**config.mk**
```make
export PLATFORM = sky130hd
export DESIGN_NAME = pwm_duty_meter
export DESIGN_NICKNAME = d
export VERILOG_FILES = /design/src/rtl/pwm_meter_pkg.sv /design/src/rtl/pwm_edge_sync.sv /design/src/rtl/pwm_duty_meter.sv
export SDC_FILE = /design/constraint.sdc
export NUM_CORES = 1
export LEC_CHECK = 0
export CELL_PAD_IN_SITES_DETAIL_PLACEMENT = 0
export CELL_PAD_IN_SITES_GLOBAL_PLACEMENT = 1
export CORE_MARGIN = 4
export CORE_UTILIZATION = 30
export CTS_BUF_LIST = sky130_fd_sc_hd__clkbuf_4
export CTS_CLUSTER_DIAMETER = 80
export DETAILED_ROUTE_END_ITERATION = 10
export PLACE_DENSITY_LB_ADDON = 0.1
export SETUP_SLACK_MARGIN = 0.3
export SYNTH_ARGS = -nofsm -noshare
export SYNTH_HDL_FRONTEND = slang
export SYNTH_SLANG_ARGS = --single-unit
```
**constraint.sdc**
```tcl
create_clock -name clk_50M -period 2.36 [get_ports clk_50M]
set_clock_uncertainty 0.1 [all_clocks]
set_input_delay 0.236 -clock clk_50M [delete_from_list [all_inputs] [get_ports clk_50M]]
set_output_delay 0.236 -clock clk_50M [all_outputs]
set_load 0.05 [all_outputs]
```
**src/rtl/pwm_meter_pkg.sv**
```systemverilog
// pwm_meter_pkg
// Shared types, widths and helper functions for the PWM duty meter.
//   state_t  : measurement FSM states
//   CNT_W    : width of the high-time / period counters (saturating)
//   DUTY_W   : width of the reported duty (sixteenths)
//   ROUND_C  : rounding offset applied before dividing by 16
package pwm_meter_pkg;

  localparam int CNT_W   = 10;
  localparam int DUTY_W  = 4;
  localparam int ROUND_C = 8;

  localparam logic [CNT_W-1:0]  CNT_MAX  = {CNT_W{1'b1}};
  localparam logic [DUTY_W-1:0] DUTY_MAX = {DUTY_W{1'b1}};

  typedef enum logic [1:0] {
    IDLE  = 2'd0,
    HIGH  = 2'd1,
    LOW   = 2'd2,
    STUCK = 2'd3
  } state_t;

  // Counter increment that sticks at the top value instead of wrapping.
  function automatic logic [CNT_W-1:0] sat_inc(input logic [CNT_W-1:0] v);
    return (v == CNT_MAX) ? v : v + CNT_W'(1);
  endfunction

  // Duty in sixteenths of the measured high time: (high + 8) >> 4,
  // clipped to the largest value the duty field can carry.
  function automatic logic [DUTY_W-1:0] duty_of(input logic [CNT_W-1:0] high);
    logic [CNT_W:0] sum;
    logic [CNT_W:0] shifted;
    sum     = {1'b0, high} + (CNT_W+1)'(ROUND_C);
    shifted = sum >> DUTY_W;
    if (shifted > (CNT_W+1)'(DUTY_MAX)) begin
      return DUTY_MAX;
    end
    return shifted[DUTY_W-1:0];
  endfunction

endpackage

```
**src/rtl/pwm_edge_sync.sv**
```systemverilog
// pwm_edge_sync
// Brings the asynchronous PWM input into the clock domain and flags edges.
//   clk   : clock
//   rst_n : active-low reset (asynchronous assert, released synchronously upstream)
//   din   : raw asynchronous input
//   level : synchronized level (second synchronizer flop)
//   rise  : one-cycle pulse on a synchronized 0->1 transition
//   fall  : one-cycle pulse on a synchronized 1->0 transition
// An edge becomes visible to downstream logic on the third rising clock edge
// after din changes.
module pwm_edge_sync (
  input  logic clk,
  input  logic rst_n,
  input  logic din,
  output logic level,
  output logic rise,
  output logic fall
);

  logic       meta_reg;
  logic       sync_reg;
  logic       prev_reg;
  logic [1:0] fill_reg;
  logic       primed;

  always_ff @(posedge clk or negedge rst_n) begin
    if (!rst_n) begin
      meta_reg <= 1'b0;
      sync_reg <= 1'b0;
      prev_reg <= 1'b0;
      fill_reg <= 2'd0;
    end else begin
      meta_reg <= din;
      sync_reg <= meta_reg;
      prev_reg <= sync_reg;
      if (fill_reg != 2'd3) begin
        fill_reg <= fill_reg + 2'd1;
      end
    end
  end

  // The chain comes out of reset holding zeros; if the input is already high
  // that would look like a rising edge mid-phase. Edges are only trusted once
  // all three flops have been loaded from the real input.
  assign primed = (fill_reg == 2'd3);

  assign level = sync_reg;
  assign rise  = primed &  sync_reg & ~prev_reg;
  assign fall  = primed & ~sync_reg &  prev_reg;

endmodule

```
**src/rtl/pwm_duty_meter.sv**
```systemverilog
// pwm_duty_meter
// Measures the duty (in sixteenths) and period of a PWM input, and flags an
// input that has stopped toggling.
//   clk_50M     : clock
//   rst_n       : asynchronous active-low reset (release is synchronized)
//   pwm_in      : asynchronous PWM waveform
//   duty_out    : last measured duty, (high + 8) >> 4 saturated to 15
//   period_out  : last measured period in clock cycles
//   duty_valid  : one-cycle pulse when duty_out / period_out update
//   period_ok   : last period within NOM_PERIOD +/- PERIOD_TOL
//   stuck       : no input edge for TIMEOUT_CYC cycles
//   stuck_level : synchronized input level captured when stuck was raised
module pwm_duty_meter
  import pwm_meter_pkg::*;
#(
  parameter int TIMEOUT_CYC = 512,
  parameter int NOM_PERIOD  = 256,
  parameter int PERIOD_TOL  = 8
) (
  input  logic              clk_50M,
  input  logic              rst_n,
  input  logic              pwm_in,
  output logic [DUTY_W-1:0] duty_out,
  output logic [CNT_W-1:0]  period_out,
  output logic              duty_valid,
  output logic              period_ok,
  output logic              stuck,
  output logic              stuck_level
);

  localparam int                SINCE_W    = $clog2(TIMEOUT_CYC + 1);
  localparam logic [SINCE_W-1:0] SINCE_LAST = SINCE_W'(TIMEOUT_CYC - 1);
  localparam logic [CNT_W-1:0]  PER_MIN    = CNT_W'(NOM_PERIOD - PERIOD_TOL);
  localparam logic [CNT_W-1:0]  PER_MAX    = CNT_W'(NOM_PERIOD + PERIOD_TOL);

  logic [1:0]         rst_pipe_reg;
  logic               rst_int_n;
  logic               level;
  logic               rise;
  logic               fall;
  logic               any_edge;
  logic               timeout;
  logic               complete;
  logic               enter_stuck;

  state_t             state_reg;
  state_t             state_next;
  logic [CNT_W-1:0]   high_cnt_reg;
  logic [CNT_W-1:0]   high_cnt_next;
  logic [CNT_W-1:0]   period_cnt_reg;
  logic [CNT_W-1:0]   period_cnt_next;
  logic [SINCE_W-1:0] since_reg;
  logic [SINCE_W-1:0] since_next;

  logic [DUTY_W-1:0]  duty_reg;
  logic [CNT_W-1:0]   period_reg;
  logic               duty_valid_reg;
  logic               period_ok_reg;
  logic               stuck_level_reg;

  // Reset asserts immediately but is released two clock edges later, so every
  // flop below leaves reset on the same cycle.
  always_ff @(posedge clk_50M or negedge rst_n) begin
    if (!rst_n) begin
      rst_pipe_reg <= 2'b00;
    end else begin
      rst_pipe_reg <= {rst_pipe_reg[0], 1'b1};
    end
  end
  assign rst_int_n = rst_pipe_reg[1];

  pwm_edge_sync u_edge_sync (
    .clk   (clk_50M),
    .rst_n (rst_int_n),
    .din   (pwm_in),
    .level (level),
    .rise  (rise),
    .fall  (fall)
  );

  assign any_edge = rise | fall;
  // since_reg counts cycles after the last edge; the timeout fires on the
  // TIMEOUT_CYC-th edge-free cycle following it.
  assign timeout  = !any_edge && (since_reg == SINCE_LAST);

  // FSM: state register
  always_ff @(posedge clk_50M or negedge rst_int_n) begin
    if (!rst_int_n) begin
      state_reg <= IDLE;
    end else begin
      state_reg <= state_next;
    end
  end

  // FSM: next state
  always_comb begin
    state_next = state_reg;
    case (state_reg)
      IDLE: begin
        if (rise)         state_next = HIGH;
        else if (timeout) state_next = STUCK;
      end
      HIGH: begin
        if (fall)         state_next = LOW;
        else if (timeout) state_next = STUCK;
      end
      LOW: begin
        if (rise)         state_next = HIGH;
        else if (timeout) state_next = STUCK;
      end
      STUCK: begin
        if (rise)         state_next = HIGH;
        else if (fall)    state_next = IDLE;
      end
      default: state_next = IDLE;
    endcase
  end

  // FSM: outputs and counter control
  always_comb begin
    complete        = 1'b0;
    high_cnt_next   = high_cnt_reg;
    period_cnt_next = period_cnt_reg;
    case (state_reg)
      IDLE, STUCK: begin
        // A rising edge starts a fresh period; the edge cycle itself counts.
        if (rise) begin
          high_cnt_next   = CNT_W'(1);
          period_cnt_next = CNT_W'(1);
        end
      end
      HIGH: begin
        // The falling-edge cycle already belongs to the low phase.
        period_cnt_next = sat_inc(period_cnt_reg);
        if (!fall) begin
          high_cnt_next = sat_inc(high_cnt_reg);
        end
      end
      LOW: begin
        if (rise) begin
          complete        = 1'b1;
          high_cnt_next   = CNT_W'(1);
          period_cnt_next = CNT_W'(1);
        end else begin
          period_cnt_next = sat_inc(period_cnt_reg);
        end
      end
      default: ;
    endcase
    enter_stuck = (state_next == STUCK) && (state_reg != STUCK);
    stuck       = (state_reg == STUCK);
  end

  always_comb begin
    if (any_edge) begin
      since_next = '0;
    end else if (since_reg == SINCE_LAST) begin
      since_next = since_reg;
    end else begin
      since_next = since_reg + SINCE_W'(1);
    end
  end

  always_ff @(posedge clk_50M or negedge rst_int_n) begin
    if (!rst_int_n) begin
      high_cnt_reg    <= '0;
      period_cnt_reg  <= '0;
      since_reg       <= '0;
      duty_reg        <= '0;
      period_reg      <= '0;
      duty_valid_reg  <= 1'b0;
      period_ok_reg   <= 1'b0;
      stuck_level_reg <= 1'b0;
    end else begin
      high_cnt_reg   <= high_cnt_next;
      period_cnt_reg <= period_cnt_next;
      since_reg      <= since_next;
      duty_valid_reg <= complete;
      if (complete) begin
        duty_reg      <= duty_of(high_cnt_reg);
        period_reg    <= period_cnt_reg;
        period_ok_reg <= (period_cnt_reg >= PER_MIN) && (period_cnt_reg <= PER_MAX);
      end
      if (enter_stuck) begin
        stuck_level_reg <= level;
      end
    end
  end

  assign duty_out    = duty_reg;
  assign period_out  = period_reg;
  assign duty_valid  = duty_valid_reg;
  assign period_ok   = period_ok_reg;
  assign stuck_level = stuck_level_reg;

endmodule
```
==> out/qor.csv, run 1 <==
metric,value,unit
fin_crit_sh,0.863,
fillers,969,
clk_root_buffer_cell,sky130_fd_sc_hd__clkbuf_4,
clk_pin_slew,0.15,ns
ys_async_sr_fraction,1.00,
die-area,11200,sq um
layout_commonest_cell,sky130_fd_sc_hd__dfrtp_1,
layout-area-overhead-vs-synth,19.8,%
wire_length_on_met2,3250,um
antennaDiodeCount,0,
reg2reg_from,state_reg[0],
r2r-end,stuck_level,
max_buffers_root_to_sink,2,
wirelength,6340,um
synth_cell_types,58,
met3RoutedLength,117,um
share_seq_of_total_power,0.403,
num_vias,2190,
prevailing_post_synth_register_cell,sky130_fd_sc_hd__dfrtp_1,
grt_remaining_overflow,0,
worst_ep_arrival_time,2.20,ns
detail_route.wl_per_cell,14.1,um
clock.fmax,491,MHz
synth.net_count,302,
slew_headroom,0.654,
instances_no_fill,450,
postRouteAntennaNets,0,
crit_slowest_cell,sky130_fd_sc_hd__dfrtp_1,
worst_setup_path_start_kind,flip-flop,
tightestPinTransition,0.516,ns
grt_usage,0.120,
worst_hold_path_type,reg -> async,
post_route_cells_drive_above_1_share,0.168,
grt_max_degree,55,
p_sw_frac,0.410,
worstPathCellList,inv_1 > ha_2 > or2_2 > o22ai_2 > o32ai_2 > o2111ai_2 > mux2_1,
critPathTopFamily,compound AO/OA/AOI/OAI gates,
leakage,1.47,nW
crit_path_end_kind,flip-flop,
powerDensity,870,nW/um^2
seq_area_frac_synth,0.487,
maximum_capacitance_violations,0,
grt_first_pass_wirelength,11000,um
first_iter_violations,89,
htree_levels,2,
number_of_synthesized_register_bits,56,
highest-signal-layer,met4,
first_global_vias,2272,
power_frac_comb,0.454,
via_cell_ratio,4.87,
clock_sink_count,56,
worst-setup-path-type,reg -> reg,
netlist_top_cells_area,"sky130_fd_sc_hd__dfrtp_1 49%, sky130_fd_sc_hd__nand2_1 4.7%, sky130_fd_sc_hd__ha_1 4.3%",
syn_area,2880,sq um
finalHoldViolCount,0,
rsz_0062_raised_after_global_routing,true,
total_negative_setup_slack,0,ns
hpwl,4330,um
layout_common_cells,"54 x sky130_fd_sc_hd__dfrtp_1, 36 x sky130_fd_sc_hd__nand2_1, 28 x sky130_fd_sc_hd__nor2_1",
critical_path_required,2.52,ns
ff_to_ff_path_depth,7,
nNetsFinal,333,
core,9280,sq um
cpPeakStageDelay,0.41,ns
netSwitchingPower,1.23,mW
final-max-slew-violation-count,0,
yosysWarningCount,0,
tritoncts_clock_tree,built,
pwr-share-clk,0.143,
report.final.setup_viol,0,
chipWidth,106,um
worst_ir_drop_vdd,0.000426,V
floorplan.rows,35,
initial_antenna_violation_count,0,
ios,21,
drc,0,
postSynthCellCount,289,
initial_core_util,0.310,
synth_largest_type_area_fraction,0.487,
dp.cells,436,
ff2ff_setup_slack,0.32,ns
cp_num_buf_inv,1,
finalWeightedCongestion,0.809,
cts_made_buffers,5,
timing.critical_path.fanout_max,3,
cell_internal_pwr,1.77,mW
synth_area_leader_cell,sky130_fd_sc_hd__dfrtp_1,
outcome,finished clean,
dieHeight,106,um
post_synth.cell_area_avg,9.96,sq um
io_buffers,20,
wl_met1,2930,um
insertion_delay,0.37,ns
synth_enable_flop_cells,0,
layout_min_cycle_time,2.04,ns
first_pass_iters,4,
area by class of cell:
type                    count  area, sq um  area share
multi-input cells         212         1460       0.424
flip-flops and latches     56         1400       0.407
repair buffers             36          330      0.0958
well taps                 129          161      0.0468
clock buffers               7         52.6      0.0152
inverters                   9         33.8     0.00980
clock inverters             1         3.75     0.00109
how the worst max path moves through the flow:
stage / to / slack [ns] / start / depth (start not counted)
2_1_floorplan: stuck_level / 0.34 / state_reg[0] / 7
3_3_place_gp: stuck_level / 0.19 / state_reg[0] / 7
3_5_place_dp: stuck_level / 0.17 / state_reg[0] / 7
4_1_cts: stuck_level / 0.29 / state_reg[1] / 7
5_1_grt: stuck_level / 0.24 / state_reg[0] / 7
6_report: stuck_level / 0.32 / state_reg[0] / 7
routing by layer:
layer	vias to the layer above	GRT usage
met5	-	0
met4	0	0.0315
met3	4	0.0243
met2	18	0.209
met1	1087	0.152
li1	1081	-
power by group through the flow:
stage | combinational, mW | sequential (mW) | clock (mW)
floorplan | 0.703 | 1.39 | 0
global placement | 1.21 | 1.22 | 0
detailed placement | 1.21 | 1.23 | 0
CTS | 1.26 | 1.20 | 0.470
global route | 1.50 | 1.23 | 0.500
finish | 1.36 | 1.21 | 0.430
cell families (layout without fill, tap and decap cells):
group | Yosys count | after routing | synth area share
simple gates | 123 | 123 | 0.231
flops | 56 | 56 | 0.487
compound gates | 54 | 54 | 0.124
buf+inv | 21 | 53 | 0.0370
xor+xnor | 20 | 20 | 0.0609
fa+ha+maj | 10 | 10 | 0.0435
mux | 4 | 4 | 0.0152
other cells | 1 | 1 | 0.00130
synth_stat cells, types with 3 or more instances:
cell / count
sky130_fd_sc_hd__ha_1: 10
sky130_fd_sc_hd__and3_1: 4
sky130_fd_sc_hd__nand3_1: 12
sky130_fd_sc_hd__o31ai_1: 3
sky130_fd_sc_hd__nor2_1: 28
sky130_fd_sc_hd__o22a_1: 5
sky130_fd_sc_hd__nand2_1: 36
sky130_fd_sc_hd__o21ai_0: 10
sky130_fd_sc_hd__nor4_1: 5
sky130_fd_sc_hd__a31oi_1: 4
sky130_fd_sc_hd__xor2_1: 6
sky130_fd_sc_hd__clkbuf_1: 4
sky130_fd_sc_hd__a21oi_1: 15
sky130_fd_sc_hd__dfrtp_1: 56
sky130_fd_sc_hd__nor3_1: 7
sky130_fd_sc_hd__xnor2_1: 14
sky130_fd_sc_hd__nand4_1: 6
sky130_fd_sc_hd__inv_1: 9
worst reg2reg max path, cell delays in order (launching register included):
cell	delay, ns
sky130_fd_sc_hd__dfrtp_1	0.41
sky130_fd_sc_hd__inv_1	0.12
sky130_fd_sc_hd__ha_2	0.23
sky130_fd_sc_hd__or2_2	0.32
sky130_fd_sc_hd__o22ai_2	0.13
sky130_fd_sc_hd__o32ai_2	0.11
sky130_fd_sc_hd__o2111ai_2	0.19
sky130_fd_sc_hd__mux2_1	0.33
repair_timing:
item                                    CTS  global route
endpoints found under the hold margin     2             0
resized for setup                         7            16
hold buffers                              1             0
setup buffers                             2             3
endpoints found under the setup margin    9            13
pin swaps                                 1             3
through the flow:
step | instance area, sq um | util | hold slack [ns] | setup WS, ns | power [mW]
2_1_floorplan | 2880 | - | -0.160 | 0.340 | 2.10
3_3_place_gp | 3260 | 0.351 | 0.180 | 0.193 | 2.43
3_5_place_dp | 3260 | 0.351 | 0.179 | 0.169 | 2.43
4_1_cts | 3360 | 0.362 | 0.160 | 0.288 | 2.94
5_1_grt | 3450 | 0.371 | 0.151 | 0.241 | 3.23
6_report | 3450 | 0.371 | 0.161 | 0.324 | 3.00
No activity file was read; power rests on OpenSTA's default activity.
==> run 2: changes to the inputs <==
--- a/config.mk
+++ b/config.mk
@@ -13,7 +13,6 @@
 export CTS_CLUSTER_DIAMETER = 80
 export DETAILED_ROUTE_END_ITERATION = 10
 export PLACE_DENSITY_LB_ADDON = 0.1
-export SETUP_SLACK_MARGIN = 0.3
 export SYNTH_ARGS = -nofsm -noshare
 export SYNTH_HDL_FRONTEND = slang
 export SYNTH_SLANG_ARGS = --single-unit
==> out/qor.csv, run 2 (synthesis gave the netlist of run 1 again) <==
metric,value,unit,change
sequential_cell_area,1400,sq um,about the same
chipWidth,106,um,unchanged
drc,0,,unchanged
timing.critical_path.fanout_max,6,,+3
cp_num_buf_inv,1,,unchanged
critical_path_required,2.53,ns,about the same
worst_ep_arrival_time,2.37,ns,+0.17 ns
fillers,989,,+2.1%
layout_min_cycle_time,2.20,ns,+0.165 ns
grt_first_pass_wirelength,10500,um,-4.9%
holdWs,0.138,ns,-0.0226 ns
wirelength,6120,um,-3.5%
powerDensity,880,nW/um^2,+1.1%
r2r-end,stuck_level,,
dieHeight,106,um,unchanged
ff_to_ff_path_depth,7,,unchanged
maximum_capacitance_violations,0,,unchanged
crit_path_end_kind,flip-flop,,
final-max-slew-violation-count,0,,unchanged
tightestPinTransition,0.558,ns,+0.0418 ns
layout-area-overhead-vs-synth,16.3,%,
postRouteAntennaNets,0,,unchanged
layout_common_cells,"55 x sky130_fd_sc_hd__dfrtp_1, 36 x sky130_fd_sc_hd__nand2_1, 28 x sky130_fd_sc_hd__nor2_1",,
worst-setup-path-type,reg -> reg,,
crit_slowest_cell,sky130_fd_sc_hd__dfrtp_1,,
critPathTopFamily,compound AO/OA/AOI/OAI gates,,
io_buffers,20,,unchanged
rsz_0062_raised_after_global_routing,false,,
via_cell_ratio,4.83,,-0.82%
grt_remaining_overflow,0,,unchanged
htree_levels,2,,unchanged
cts_made_buffers,5,,unchanged
ios,21,,unchanged
layout.cell_area.non_filler,3350,sq um,-2.9%
fin_crit_sh,0.933,,+0.0698
core,9280,sq um,unchanged
die-area,11200,sq um,unchanged
report.final.setup_viol,0,,unchanged
layout_commonest_cell,sky130_fd_sc_hd__dfrtp_1,,
reg2reg_from,state_reg[0],,
first_iter_violations,89,,unchanged
slew_headroom,0.625,,-0.0288
total_negative_setup_slack,0,ns,unchanged
grt_max_degree,34,,-38%
worst_hold_path_type,reg -> async,,
total_power,2.95,mW,-1.8%
initial_antenna_violation_count,0,,unchanged
cpPeakStageDelay,0.45,ns,+0.04 ns
ff2ff_setup_slack,0.16,ns,-0.16 ns
grt_usage,0.114,,-0.00615
multi_input_comb_area,1380,sq um,-5.8%
outcome,finished clean,,
clk_root_buffer_cell,sky130_fd_sc_hd__clkbuf_4,,
floorplan.rows,35,,unchanged
tritoncts_clock_tree,built,,
clk_pin_slew,0.17,ns,+0.02 ns
worstSetupPathDepth,7,,unchanged
place_area,3250,sq um,-0.38%
finalWeightedCongestion,0.773,,-4.4%
clock.fmax,454,MHz,-7.5%
insertion_delay,0.38,ns,about the same
finalHoldViolCount,0,,unchanged
antennaDiodeCount,0,,unchanged
nNetsFinal,327,,-1.8%
post-cts-setup-buffer-count,0,,-2
clock_sink_count,56,,unchanged
leakage,1.46,nW,-0.80%
post_route_cells_drive_above_1_share,0.108,,-0.0603
detail_route.wl_per_cell,13.8,um,-2.2%
worst_ir_drop_vdd,0.000555,V,+30%
max_buffers_root_to_sink,2,,unchanged
worst_setup_path_start_kind,flip-flop,,
first_pass_iters,4,,unchanged
first_global_vias,2093,,-7.9%
worstPathCellList,inv_1 > ha_1 > or2_2 > a211oi_2 > o22ai_1 > o2111ai_1 > mux2_1,,
initial_core_util,0.310,,unchanged
hpwl,4470,um,+3.1%
num_vias,2143,,-2.1%
-- run 2: cell count changes in the layout (fill, tap and decap cells not counted), moves of 2 or more --
cell,delta
sky130_fd_sc_hd__ha_2,-3
sky130_fd_sc_hd__buf_4,-6
sky130_fd_sc_hd__clkbuf_4,-2
sky130_fd_sc_hd__o22ai_2,-2
sky130_fd_sc_hd__ha_1,+4
sky130_fd_sc_hd__o22ai_1,+2
-- run 2: timing repair --
item                                   in CTS  in global routing
endpoints found under the hold margin       2                  0
hold buffers                                1                  0
gates resized for setup                     0                  3
setup endpoints to repair                   0                  2
-- run 2: routing by layer --
layer / track usage / vias up / part of all wire
li1: - / 1081 / -
met1: 0.147 / 1031 / 0.48
met2: 0.192 / 22 / 0.48
met3: 0.0237 / 9 / 0.024
met4: 0.0333 / 0 / 0.018
met5: 0 / - / 0
-- run 2: layout make-up --
class,count,share of cell area
Multi-Input combinational cell,212,0.411
Tap cell,129,0.0482
Clock inverter,3,0.0127
Timing Repair Buffer,30,0.0874
Clock buffer,5,0.0112
Inverter,9,0.0101
Sequential cell,56,0.419
-- run 2: stage by stage --
| step | utilization | setup slack [ns] | std cells |
|---|---|---|---|
| 2_1_floorplan | - | 0.300 | 289 |
| 3_3_place_gp | 0.350 | 0.182 | 435 |
| 3_5_place_dp | 0.350 | 0.121 | 435 |
| 4_1_cts | 0.360 | 0.105 | 444 |
| 5_1_grt | 0.361 | 0.0215 | 444 |
| 6_report | 0.361 | 0.159 | 444 |
-- run 2: how the worst max path moves through the flow --
stage,to,startpoint
after floorplan,stuck_level,state_reg[0]
after global placement,stuck_level,state_reg[0]
after detailed placement,stuck_level,state_reg[0]
after CTS,stuck,state_reg[0]
after global routing,stuck_level,state_reg[0]
final,stuck_level,state_reg[0]
-- run 2: report_power, final --
group | internal [mW] | switching (mW)
Sequential | 1.09 | 0.126
Clock | 0.222 | 0.307
Combinational | 0.455 | 0.748
Total | 1.77 | 1.18
